### config.mk
export PLATFORM = sky130hd
export DESIGN_NAME = thirty_two_bit_divider
export DESIGN_NICKNAME = d
export VERILOG_FILES = /design/src/rtl/thirty_two_bit_divider.sv
export SDC_FILE = /design/constraint.sdc
export NUM_CORES = 1
export LEC_CHECK = 0
export ABC_CLOCK_PERIOD_IN_PS = 2700
export BUFFER_PORTS_ARGS = -buffer_cell sky130_fd_sc_hd__buf_2
export CORE_MARGIN = 4
export CORE_UTILIZATION = 54
export DETAILED_ROUTE_END_ITERATION = 12
export PLACE_DENSITY = 0.81
export SLEW_MARGIN = 20
export SYNTH_ARGS = -nofsm -noshare
export SYNTH_HDL_FRONTEND = slang
export SYNTH_SLANG_ARGS = --single-unit
### constraint.sdc
create_clock -name clk -period 2.7 [get_ports clk]
set_input_delay 0.27 -clock clk [delete_from_list [all_inputs] [get_ports clk]]
set_output_delay 0.27 -clock clk [all_outputs]
set_load 0.02 [all_outputs]
### src/rtl/thirty_two_bit_divider.sv
// Iterative radix-2 restoring divider producing RISC-V DIV/DIVU/REM/REMU results.
// One bit per clock; special cases (divide-by-zero, signed overflow) bypass the loop.
module thirty_two_bit_divider #(
    parameter int WIDTH = 32
) (
    input  logic             clk,
    input  logic             rst_n,
    input  logic             start,
    input  logic             signed_op,
    input  logic [WIDTH-1:0] dividend,
    input  logic [WIDTH-1:0] divisor,
    output logic             busy,
    output logic             done,
    output logic [WIDTH-1:0] quotient,
    output logic [WIDTH-1:0] remainder
);

    // state | meaning
    // IDLE  | waiting for start; special cases detected here
    // CALC  | one shift-subtract iteration per edge, WIDTH edges
    // FIX   | sign correction, results registered, done pulse

    localparam int CW = $clog2(WIDTH);
    localparam logic [WIDTH-1:0] MIN_NEG = {1'b1, {(WIDTH-1){1'b0}}};

    typedef enum logic [1:0] {IDLE, CALC, FIX} state_t;

    state_t           state_q, state_d;
    logic [WIDTH-1:0] quot_q, quot_d;
    logic [WIDTH-1:0] rem_q, rem_d;
    logic [WIDTH-1:0] div_q, div_d;
    logic [CW-1:0]    cnt_q, cnt_d;
    logic             qneg_q, qneg_d;
    logic             rneg_q, rneg_d;
    logic             special_q, special_d;
    logic             busy_q, busy_d;
    logic             done_q, done_d;
    logic [WIDTH-1:0] quotient_q, quotient_d;
    logic [WIDTH-1:0] remainder_q, remainder_d;

    logic             dvd_neg, dvs_neg;
    logic [WIDTH-1:0] dvd_abs, dvs_abs;
    logic             is_zero, is_ovf;
    logic [WIDTH:0]   rem_shift, trial;

    assign dvd_neg   = signed_op & dividend[WIDTH-1];
    assign dvs_neg   = signed_op & divisor[WIDTH-1];
    assign dvd_abs   = dvd_neg ? (~dividend + 1'b1) : dividend;
    assign dvs_abs   = dvs_neg ? (~divisor + 1'b1) : divisor;
    assign is_zero   = (divisor == '0);
    assign is_ovf    = signed_op && (dividend == MIN_NEG) && (divisor == '1);

    // The partial remainder is always below the divisor, so one extra bit
    // is enough to hold the borrow of the trial subtraction.
    assign rem_shift = {rem_q, quot_q[WIDTH-1]};
    assign trial     = rem_shift - {1'b0, div_q};

    always_comb begin
        state_d     = state_q;
        quot_d      = quot_q;
        rem_d       = rem_q;
        div_d       = div_q;
        cnt_d       = cnt_q;
        qneg_d      = qneg_q;
        rneg_d      = rneg_q;
        special_d   = special_q;
        busy_d      = busy_q;
        done_d      = 1'b0;
        quotient_d  = quotient_q;
        remainder_d = remainder_q;

        case (state_q)
            IDLE: begin
                if (start) begin
                    busy_d = 1'b1;
                    cnt_d  = '0;
                    qneg_d = dvd_neg ^ dvs_neg;
                    rneg_d = dvd_neg;
                    div_d  = dvs_abs;
                    if (is_zero) begin
                        quot_d    = '1;
                        rem_d     = dividend;
                        special_d = 1'b1;
                        state_d   = FIX;
                    end else if (is_ovf) begin
                        quot_d    = MIN_NEG;
                        rem_d     = '0;
                        special_d = 1'b1;
                        state_d   = FIX;
                    end else begin
                        quot_d    = dvd_abs;
                        rem_d     = '0;
                        special_d = 1'b0;
                        state_d   = CALC;
                    end
                end
            end
            CALC: begin
                if (!trial[WIDTH]) begin
                    rem_d  = trial[WIDTH-1:0];
                    quot_d = {quot_q[WIDTH-2:0], 1'b1};
                end else begin
                    rem_d  = rem_shift[WIDTH-1:0];
                    quot_d = {quot_q[WIDTH-2:0], 1'b0};
                end
                if (cnt_q == CW'(WIDTH - 1)) begin
                    cnt_d   = '0;
                    state_d = FIX;
                end else begin
                    cnt_d = cnt_q + CW'(1);
                end
            end
            FIX: begin
                quotient_d  = (qneg_q && !special_q) ? (~quot_q + 1'b1) : quot_q;
                remainder_d = (rneg_q && !special_q) ? (~rem_q + 1'b1) : rem_q;
                done_d      = 1'b1;
                busy_d      = 1'b0;
                state_d     = IDLE;
            end
            default: begin
                state_d = IDLE;
                busy_d  = 1'b0;
            end
        endcase
    end

    always_ff @(posedge clk or negedge rst_n) begin
        if (!rst_n) begin
            state_q     <= IDLE;
            quot_q      <= '0;
            rem_q       <= '0;
            div_q       <= '0;
            cnt_q       <= '0;
            qneg_q      <= 1'b0;
            rneg_q      <= 1'b0;
            special_q   <= 1'b0;
            busy_q      <= 1'b0;
            done_q      <= 1'b0;
            quotient_q  <= '0;
            remainder_q <= '0;
        end else begin
            state_q     <= state_d;
            quot_q      <= quot_d;
            rem_q       <= rem_d;
            div_q       <= div_d;
            cnt_q       <= cnt_d;
            qneg_q      <= qneg_d;
            rneg_q      <= rneg_d;
            special_q   <= special_d;
            busy_q      <= busy_d;
            done_q      <= done_d;
            quotient_q  <= quotient_d;
            remainder_q <= remainder_d;
        end
    end

    assign busy      = busy_q;
    assign done      = done_q;
    assign quotient  = quotient_q;
    assign remainder = remainder_q;

endmodule
Word-level counts from Yosys, hierarchy flattened
Cells that the tools add are included.
- add/subtract/negate cells: 6
- $mul: 0
- divide/modulo/power cells: 0
- magnitude comparators: 0
- equality and inequality tests: 7
- shifts and indexed selects: 0
- multiplexer cells: 26
- bitwise gates (word level): 8
- reduce and logical (&&, ||, !) cells: 12
- operators with widths (cell ; number):
    2-to-1 mux 32 bit ; 10
    adder 32 x 1 -> 32 bit, second input constant ; 4
    NOT 32 bit ; 4
    case mux 32 bit (2 select lines) ; 2
    equality test 32 bit, second input constant ; 2
    subtractor 33 x 32 -> 33 bit ; 1
    logical NOT 32 bit ; 1
    2-to-1 mux 5 bit ; 2
    case mux 5 bit (2 select lines) ; 1
    2-to-1 mux 2 bit ; 4
    AND reduction 2 bit ; 4
    adder 5 x 1 -> 5 bit, second input constant ; 1
    equality test 5 bit, second input constant ; 1
    2-to-1 mux 1 bit ; 5
    logical AND 1 bit ; 4
    inequality test 2 bit, second input constant ; 2
    case mux 2 bit (2 select lines) ; 1
    AND 1 bit ; 2
    equality test 2 x 1 -> 1 bit, second input constant ; 1
    equality test 2 bit, second input constant ; 1
    logical NOT 2 bit ; 1
    case mux 1 bit (2 select lines) ; 1
    nonzero test 2 bit ; 1
    logical NOT 1 bit ; 1
    other kinds (2) ; 2
- register bits after elaboration: 172
- latch bits: 0
- memory bits (writable): 0
- bits in read-only memories: 0
- output and inout bits: 66
- memories: 0

Logic depth before layout (Yosys ltp)
- depth in word-level cells: 7
- mapped depth: 14

Least setup slack after synthesis
Ideal clock, no wire load.
- path kind: register -> register
- start point: register rem_q[24]
- end point: register rem_q[10]
- setup time: 0.137 ns
- data arrival time: 2.731 ns
- slack: -0.168 ns
- cell stages (with the launch flop): 13
- period minus slack after synthesis: 2.868 ns
- cell sequence: dfrtp_1 > ha_1 > clkbuf_1 > a21oi_1 > o211a_1 > o31ai_1 > mux2i_1 > o31a_1 > o211a_2 > buf_4 > buf_4 > mux2i_1 > a21oi_1
- longest elaborated chain between the ends: 3
- RTL lines (what ; line ; RTL):
    start, declared ; 30 ; logic [WIDTH-1:0] rem_q, rem_d;
    start signal, assigned ; 144 ; rem_q <= rem_d;
    subtractor 33 x 32 -> 33 bit ; 56 ; assign trial = rem_shift - {1'b0, div_q};
    2-to-1 mux 32 bit ; 99 ; if (!trial[WIDTH]) begin
    case mux 32 bit (2 select lines) ; 72 ; case (state_q)
No other way between the ends.
A chain may end at the register's enable or synchronous reset.

Final worst setup path
- start point: register rem_q[16]
- end point: register rem_q[27]
Same word-level chain as after synthesis.

==> impl_metrics.py <==
metrics = {
    "clock_tree": {
        "clk_latency_ps": 440,
        "clock_sinks": 172,
        "path_clk_slew_ps": 70,
        "clk_path_buf_depth": 2,
        "cts_buffers": 17,
        "cts_tree": "yes",
        "cts-root-buf": "clkbuf_16",
        "htree_levels": 4,
    },
    "layout": {
        "areaGrowthSynthToFinish_pct": 24.5,
        "final_util": 0.689,
        "fin_cells": 1952,
        "fin_area_um2": 14600,
        "drive_above_1_share": 0.235,
        "finalNetCount": 1770,
    },
    "power": {
        "ir_worst_vdd_mv": 0.729,
        "swShare": 0.455,
        "p_int_mw": 10.6,
        "seq_power_share": 0.220,
        "clkPwrFrac": 0.126,
        "p_leak_nw": 6.67,
        "power.density_nw_per_um2": 1330,
        "combPwrFrac": 0.655,
        "power_switching_mw": 8.84,
    },
    "min_path": {
        "hold_path_class": "primary input to register",
        "worstHoldPathCells": 3,
    },
    "global_route": {
        "grt_remaining_overflow": 0,
        "grt_max_degree": 130,
        "grt_usage": 0.298,
        "grt_pass1_wl_um": 57900,
        "antenna_found_initial": 2,
        "first_global_vias": 11000,
    },
    "synthesis": {
        "synth_area_um2": 11700,
        "synth_simple_gate_area_frac": 0.186,
        "synth_top_area_share": 0.367,
        "postSynthAreaPerCell_um2": 8.12,
        "synth-warning-count": 0,
        "syn-num-nets": 1550,
        "synthMostInstantiatedCell": "nand2_1",
        "async_reset_ff_frac": 1.00,
        "synth.ff_latch_count": 172,
        "synth_xor_area_frac": 0.108,
        "synth-edff-count": 0,
        "syn_inst": 1442,
        "synth_top_family_by_area": "compound AO/OA/AOI/OAI gates",
        "yosysTopAreaCell": "dfrtp_1",
        "synth_compound_area_frac": 0.229,
        "yosys_most_used_dff": "dfrtp_1",
        "yosys-top-cells-area": "dfrtp_1, o21ai_0, xnor2_1",
        "synth_cell_types": 68,
        "synth_common_cells": "nand2_1, o21ai_0, dfrtp_1",
        "synthMuxAreaShare": 0.0164,
        "seq_area_frac_synth": 0.367,
        "synth-adder-area-share": 0.0434,
    },
    "timing": {
        "tightestPinTransition_ps": 863,
        "finClkSkew_ps": 12.2,
        "max_freq_mhz": 359,
        "final_max_slew_viol_count": 0,
        "layout_setup_ws_ps": -82.4,
        "final-hold-violation-count": 0,
        "maxSlewHeadroom": 0.423,
        "rsz0062_at_grt": "yes",
        "final_min_period_over_clock_period": 1.03,
        "finalSetupViolations": 15,
        "finalCriticalPeriod_ps": 2780,
    },
    "route": {
        "drtIter0Drc": 1138,
        "vias": 11600,
        "drt-total-wl_um": 36100,
        "postRouteAntennaNets": 0,
        "post_drt_via_cell_ratio": 5.95,
        "route.detailed.drc": 0,
        "dr.pass1.iters": 7,
        "wl_per_cell_um": 18.5,
    },
    "setup_path": {
        "endpoint": "rem_q[27]",
        "reg2reg_slack_ps": -80,
        "critPathLaunch": "rem_q[16]",
        "cp.arrival_ps": 3150,
        "cp_slowest_cell": "dfrtp_1",
        "cp_num_buf_inv": 2,
        "r2r-start": "rem_q[16]",
        "end_kind": "register",
        "crit_required_ps": 3070,
        "path_max_fanout": 6,
        "path_common_cell": "a21o_1",
        "startpoint_type": "register",
        "crit_path_cell_trace": "ha_1 > buf_4 > a21o_1 > a21o_1 > a21oi_2 > o21ai_2 > o31a_1 > o211a_4 > buf_6 > nor3b_2 > mux2_4 > nor2_2",
        "rr_endpoint": "rem_q[27]",
        "path_delay_family": "compound AO/OA/AOI/OAI gates",
        "max_stage_delay_ps": 450,
        "cp_num_cells": 12,
        "rr_worst_depth": 12,
        "criticalPathCategory": "register to register",
    },
    "run_status": {
        "status": "complete, but fails checks",
        "violations": "negative setup slack",
    },
    "floorplanning": {
        "row_count": 53,
        "start_util": 0.554,
        "ios": 134,
        "die_h_um": 155,
        "die_w_um": 155,
        "coreArea_um2": 21200,
        "dieArea_um2": 24100,
    },
    "flow_run": {
        "maxCapViolations": 0,
    },
    "placed_design": {
        "post-place-cells": 1908,
        "port_buffers": 133,
        "dpl.hpwl_um": 27300,
        "place_congestion": 0.997,
        "place_area_um2": 13600,
    },
}
## logic make-up after synthesis
group,after synthesis
simple gates,453
buf+inv,145
compound gates,468
mux,19
fa+ha+maj,40
xor+xnor,145
flops,172
## layout by cell type (no fill, tap or decap), types with 10 or more instances in the layout
| cell type | count |
|---|---|
| buf_4 | 137 |
| or3_1 | 10 |
| nand2_1 | 195 |
| o31ai_1 | 14 |
| clkbuf_16 | 18 |
| nor3_1 | 31 |
| xor2_1 | 55 |
| o21ai_1 | 26 |
| and3_1 | 32 |
| a21oi_1 | 117 |
| nor2_1 | 72 |
| a31oi_1 | 17 |
| mux2i_1 | 16 |
| inv_1 | 58 |
| xnor2_1 | 90 |
| o41ai_1 | 10 |
| nand2b_1 | 15 |
| nand3_1 | 16 |
| o21ai_0 | 187 |
| o211ai_1 | 10 |
| dfrtp_1 | 170 |
| nand4_1 | 10 |
| buf_2 | 132 |
| ha_1 | 34 |
| a211oi_1 | 22 |
| buf_12 | 10 |
## worst min-delay path, cell delays in order
cell and delay (ps):
buf_2 130, nand3_1 70, o21ai_0 60
## timing repair
item                       CTS  global route
hold endpoints to repair    50             0
resized for setup           32            35
setup buffers                6             0
setup endpoints to repair   33            54
hold buffers                 1             0
pin swaps                   19            24
cloned                       2             1
## area by class of cell
class / instances / area (um2)
multi-input cells: 1125 / 7130
well taps: 275 / 344
clock buffers: 17 / 425
clock inverters: 15 / 145
flip-flops and latches: 172 / 4310
diodes: 2 / 5.00
repair buffers: 286 / 2000
inverters: 60 / 225
fillers: 1680 / 6570
## flip-flops by register name, indices dropped and copies added (netlist names)
register / count
rem_q: 32
cnt_q: 5
quotient: 32
busy: 1
qneg_q: 1
rneg_q: 1
div_q: 32
remainder: 32
quot_q: 32
done: 1
state_q: 2
special_q: 1
## worst min-delay path by stage
stage	startpoint	end	slack (ps)
finish	divisor[31]	div_q[31]	120
global route	divisor[31]	div_q[31]	150
CTS	divisor[31]	div_q[31]	120
detailed placement	rst_n	quotient[11]	260
global placement	rst_n	quotient[9]	260
floorplan	rst_n	busy	-30
## routing by layer
layer | up-vias | routed length (um) | GRT usage
met5 | - | 0 | 0
met4 | 0 | 1470 | 0.126
met3 | 90 | 2980 | 0.0451
met2 | 532 | 16100 | 0.455
met1 | 5470 | 15600 | 0.424
li1 | 5532 | - | -
## power by group through the flow
stage | sequential [mW] | combinational, mW | clock (mW)
3_3_place_gp | 4.20 | 10.9 | 0
4_1_cts | 4.23 | 12.1 | 2.45
2_1_floorplan | 4.34 | 7.18 | 0
3_5_place_dp | 4.26 | 11.1 | 0
6_report | 4.27 | 12.7 | 2.44
5_1_grt | 4.37 | 13.7 | 2.56
## per-stage QoR
stage	total power [mW]	setup TNS [ps]	hold WS (ps)	setup WS (ps)
CTS	18.8	-256	122	-44.8
global placement	15.1	-427	260	-83.2
finish	19.4	-442	124	-82.4
global route	20.6	-2460	151	-151
floorplan	11.5	0	-25.6	3.79
detailed placement	15.4	-2720	264	-174
(Power assumes the default switching activity.)
